`src/rtl/bus_demux_2ch_4bit.sv`:
```
// Rebuilds the ch0/ch1 words of a time-shared, select-tagged bus and commits each pair atomically.
// Optional ch0->ch1 idle timeout is built when BUS_DEMUX_TIMEOUT_EN is defined.
module bus_demux_2ch_4bit #(
  parameter int WIDTH   = 4,
  parameter int TIMEOUT = 15
) (
  input  logic             clk,
  input  logic             reset_n,
  input  logic             in_valid,
  input  logic             in_sel,
  input  logic [WIDTH-1:0] in_data,
  input  logic             clear_err,
  output logic [WIDTH-1:0] ch0_data,
  output logic [WIDTH-1:0] ch1_data,
  output logic             pair_valid,
  output logic             seq_err,
  output logic [7:0]       pair_cnt
);

  typedef enum logic {WAIT0, WAIT1} state_t;

  state_t           state_q;
  logic [WIDTH-1:0] shadow0_q;
  logic [WIDTH-1:0] ch0_q;
  logic [WIDTH-1:0] ch1_q;
  logic             pair_valid_q;
  logic             seq_err_q;
  logic [7:0]       pair_cnt_q;
  logic [7:0]       pair_cnt_d;
  logic             tmo_hit;

  always_comb pair_cnt_d = pair_cnt_q + 8'd1;

`ifdef BUS_DEMUX_TIMEOUT_EN
  logic [7:0] tmo_cnt_q;
  logic [7:0] tmo_cnt_d;

  // A valid word at the would-be timeout edge wins, so only idle WAIT1 cycles can fire.
  always_comb begin
    tmo_cnt_d = tmo_cnt_q + 8'd1;
    tmo_hit   = (state_q == WAIT1) && !in_valid && (tmo_cnt_d == 8'(TIMEOUT));
  end

  always_ff @(posedge clk) begin
    if (!reset_n || state_q != WAIT1 || in_valid) begin
      tmo_cnt_q <= '0;
    end else begin
      tmo_cnt_q <= tmo_cnt_d;
    end
  end
`else
  // TIMEOUT only matters when the timer is built.
  always_comb tmo_hit = (TIMEOUT < 0);
`endif

  always_ff @(posedge clk) begin
    if (!reset_n) begin
      state_q      <= WAIT0;
      shadow0_q    <= '0;
      ch0_q        <= '0;
      ch1_q        <= '0;
      pair_valid_q <= 1'b0;
      seq_err_q    <= 1'b0;
      pair_cnt_q   <= '0;
    end else begin
      pair_valid_q <= 1'b0;
      // Clear first so that any error set below in the same cycle takes priority.
      if (clear_err) seq_err_q <= 1'b0;
      case (state_q)
        WAIT0: begin
          if (in_valid) begin
            if (!in_sel) begin
              shadow0_q <= in_data;
              state_q   <= WAIT1;
            end else begin
              seq_err_q <= 1'b1;
            end
          end
        end
        WAIT1: begin
          if (in_valid) begin
            if (in_sel) begin
              ch0_q        <= shadow0_q;
              ch1_q        <= in_data;
              pair_cnt_q   <= pair_cnt_d;
              pair_valid_q <= 1'b1;
              state_q      <= WAIT0;
            end else begin
              shadow0_q <= in_data;
              seq_err_q <= 1'b1;
            end
          end else if (tmo_hit) begin
            shadow0_q <= '0;
            seq_err_q <= 1'b1;
            state_q   <= WAIT0;
          end
        end
        default: state_q <= WAIT0;
      endcase
    end
  end

  assign ch0_data   = ch0_q;
  assign ch1_data   = ch1_q;
  assign pair_valid = pair_valid_q;
  assign seq_err    = seq_err_q;
  assign pair_cnt   = pair_cnt_q;

endmodule

```
`config.mk`:
```
export PLATFORM = sky130hd
export DESIGN_NAME = bus_demux_2ch_4bit
export DESIGN_NICKNAME = d
export VERILOG_FILES = /design/src/rtl/bus_demux_2ch_4bit.sv
export SDC_FILE = /design/constraint.sdc
export NUM_CORES = 1
export LEC_CHECK = 0
export CAP_MARGIN = 5
export CORE_UTILIZATION = 40
export CTS_CLUSTER_SIZE = 10
export DETAILED_ROUTE_END_ITERATION = 16
export PLACE_DENSITY = 0.73
export SYNTH_ARGS = -nofsm -noshare
export SYNTH_HDL_FRONTEND = slang
export SYNTH_SLANG_ARGS = --single-unit
export TNS_END_PERCENT = 10
```
`constraint.sdc`:
```
create_clock -name clk -period 1.36 [get_ports clk]
set_clock_uncertainty 0.2 [all_clocks]
set_input_delay 0.272 -clock clk [delete_from_list [all_inputs] [get_ports clk]]
set_output_delay 0.272 -clock clk [all_outputs]
set_load 0.02 [all_outputs]
```
==> impl_metrics.yaml <==
placement:
  pre_cts_ws_ps: -539
  port_buffers: 26
  dpl.hpwl_um: 1380
  place_area_um2: 1330
  place.gp.congestion: 0.720
  place_inst: 167
die:
  die_w_um: 49.2
  start_util_pct: 44.0
  die_h_um: 49.2
  rows: 16
  dieArea_um2: 2420
  core_region_area_um2: 2020
  ios: 27
sta:
  post-route-period-util_pct: 105
  layout_setup_ws_ps: -65.1
  slew_viol_final: 0
  period_needed_ps: 1430
  whs_ps: 264
  slew_headroom_pct: 79.8
  rsz0062_at_grt: "true"
  setup_viol: 3
  max_freq_mhz: 702
  hold_viol: 0
  tightestPinTransition_ps: 300
synthesis:
  ys_seq_area_share_pct: 51.8
  synth_area_per_cell_um2: 8.72
  synth_xor_xnor_area_share_pct: 2.95
  ys_top_cells_by_count: "dfxtp_1 (23), nand2_1 (22), a21oi_1 (15)"
  synthDistinctLibCells: 21
  yosysTopAreaCell: "dfxtp_1"
  synth_fa_ha_area_share_pct: 1.41
  yosys_most_used_dff: "dfxtp_1"
  synth_compound_area_share_pct: 12.7
  ys_warn_count: 0
  synth-edff-count: 0
  syn_nets: 112
  synth_top_area_share_pct: 51.8
  postSynthCellCount: 102
  synth_mux_area_share_pct: 4.50
  yosysMostFrequentCell: "dfxtp_1"
  synth_seq_cells: 23
  yosys.area_share.simple_pct: 23.3
  ys_top_cells_by_area: "dfxtp_1 (52%), nand2_1 (9.3%), a21oi_1 (8.4%)"
  synth_top_family_by_area: "simple AND/OR/NAND/NOR gates"
  synthArstFlopShare_pct: 0
  syn_area_um2: 890
setup_path:
  crit_required_ps: 1410
  r2r_end: "pair_cnt[6]"
  slowest_delay_ps: 530
  worstSetupEndpointType: "register"
  r2r-start: "pair_cnt[2]"
  crit_chain: "nand4_4 > or4_4 > a21oi_2"
  worstPathMaxFanout: 5
  reg2reg_depth: 3
  critPathSlowestCell: "or4_4"
  critPathLaunchType: "register"
  criticalPathCategory: "register to register"
  reg2reg_slack_ps: -70
  arrival_ps: 1470
  startpoint: "pair_cnt[2]"
cts:
  cts_tree: "yes"
  clk_pin_slew_ps: 120
  cts-buffers-inserted: 3
  clkSinkCount: 23
  clock_latency_ps: 300
  h-tree-depth: 1
  root_buffer: "clkbuf_4"
  cts_hold_buf: 0
  clockBufferDepth: 2
cells_and_area:
  multi_input_area_um2: 452
  insertedDiodeCount: 0
  seqCellArea_um2: 483
  final_cell_area_um2: 1330
  utilization_pct: 65.8
  nets: 159
  syn_to_final_growth_pct: 49.6
  layoutNonFillerInstCount: 175
  layout-drive-gt1-share_pct: 40.5
  nFillCells: 177
run_status:
  violations: "setup timing"
  status: "finished, violations left"
hold_path:
  hp-class: "register to register"
  holdPathStages: 2
  hold_start: "ch0_data[2]"
  hold_end: "ch0_data[2]"
grt:
  grt_start_max_net_pins: 13
  antenna_found_initial: 0
  grt_usage_pct: 17.7
  gr-total-overflow: 0
  grt_pass1_wl_um: 3370
  grt_pass1_vias: 817
power_and_ir_drop:
  power_density_nw_per_um2: 844
  power.leakage_nw: 0.557
  ir_drop_v: 0.000633
routing:
  viasPerCell: 4.85
  drtIter0Drc: 12
  first_pass_iters: 4
  vias: 848
  wirelength_um: 2050
  drc: 0
  postRouteAntennaNets: 0
  wl_per_cell_um: 11.7
job:
  drv_cap: 0
-- routing by layer --
| layer | track usage, % | part of all wire, % | up-vias | wire length (um) |
|---|---|---|---|---|
| li1 | - | - | 441 | - |
| met1 | 21.1 | 42 | 381 | 864 |
| met2 | 31.3 | 52 | 22 | 1070 |
| met3 | 2.80 | 3.8 | 4 | 78 |
| met4 | 7.35 | 1.8 | 0 | 36 |
| met5 | 0 | 0 | - | 0 |
-- report_power, final --
part	leakage (nW)	total, W	internal [W]	switching, W
logic	0.350	0.000121	0.0000605	0.0000605
registers	0.192	0.000692	0.000681	0.0000110
clock network	0.0150	0.000310	0.000114	0.000196
-- cell usage in the layout (no fill, tap or decap), drive strengths merged --
cell and instances:
or4 2, nand3 1, o31ai 2, dlygate4sd2 2
xnor2 1, a21oi 15, inv 1, nor2 9
o21ai 3, dfxtp 23, xor2 2, or3 3
mux2i 4, nor2b 2, buf 39, nand4 4
clkdlybuf4s50 6, and3 1, nand2 22, ha 1
clkbuf 4, a211oi 1
-- stage by stage --
stage               total power [W]  setup TNS, ps
detailed placement         0.000833          -9370
floorplan                  0.000770          -97.3
finish                      0.00112           -154
global route                0.00119           -387
global placement           0.000831          -8700
CTS                         0.00113           -174
-- worst max-delay path by stage --
stage,end,cells past startpoint
final,pair_cnt[6],3
after global routing,pair_cnt[6],5
after global placement,pair_cnt[6],4
after floorplan,pair_cnt[6],3
after CTS,pair_cnt[6],3
after detailed placement,pair_cnt[6],4
-- final cells by class --
type / instances / share of cell area (%)
flip-flops and latches: 23 / 36.3
well taps: 27 / 2.54
repair buffers: 47 / 25.0
clock buffers: 4 / 1.97
inverters: 1 / 0.282
multi-input cells: 73 / 33.9
-- repair_timing --
| action | 4_1_cts | 5_1_grt |
|---|---|---|
| setup endpoints to repair | 37 | 15 |
| gates cloned | 0 | 1 |
| buffers inserted | 2 | 1 |
| gates resized for setup | 73 | 12 |
| pin swaps | 4 | 1 |
-- critical path: cells and delay by family (launching register included) --
family           cells  cell delay, ps
AND/OR/NAND/NOR      2             650
flip-flops           1             400
AO/OA/AOI/OAI        1             110
-- logic make-up after synthesis --
logic type / Yosys count
flip-flops: 23
XOR/XNOR: 3
adder cells (fa/ha/maj): 1
AND/OR/NAND/NOR: 43
multiplexers: 4
buffers and inverters: 7
AO/OA/AOI/OAI: 21
-- sequential cells by signal (all words and copies together) (netlist names), named ones only --
name / cells
ch1_data: 4
ch0_data: 4
pair_valid: 1
seq_err: 1
pair_cnt: 8
shadow0_q: 4
Note: power is estimated with default switching activity, not from simulation.
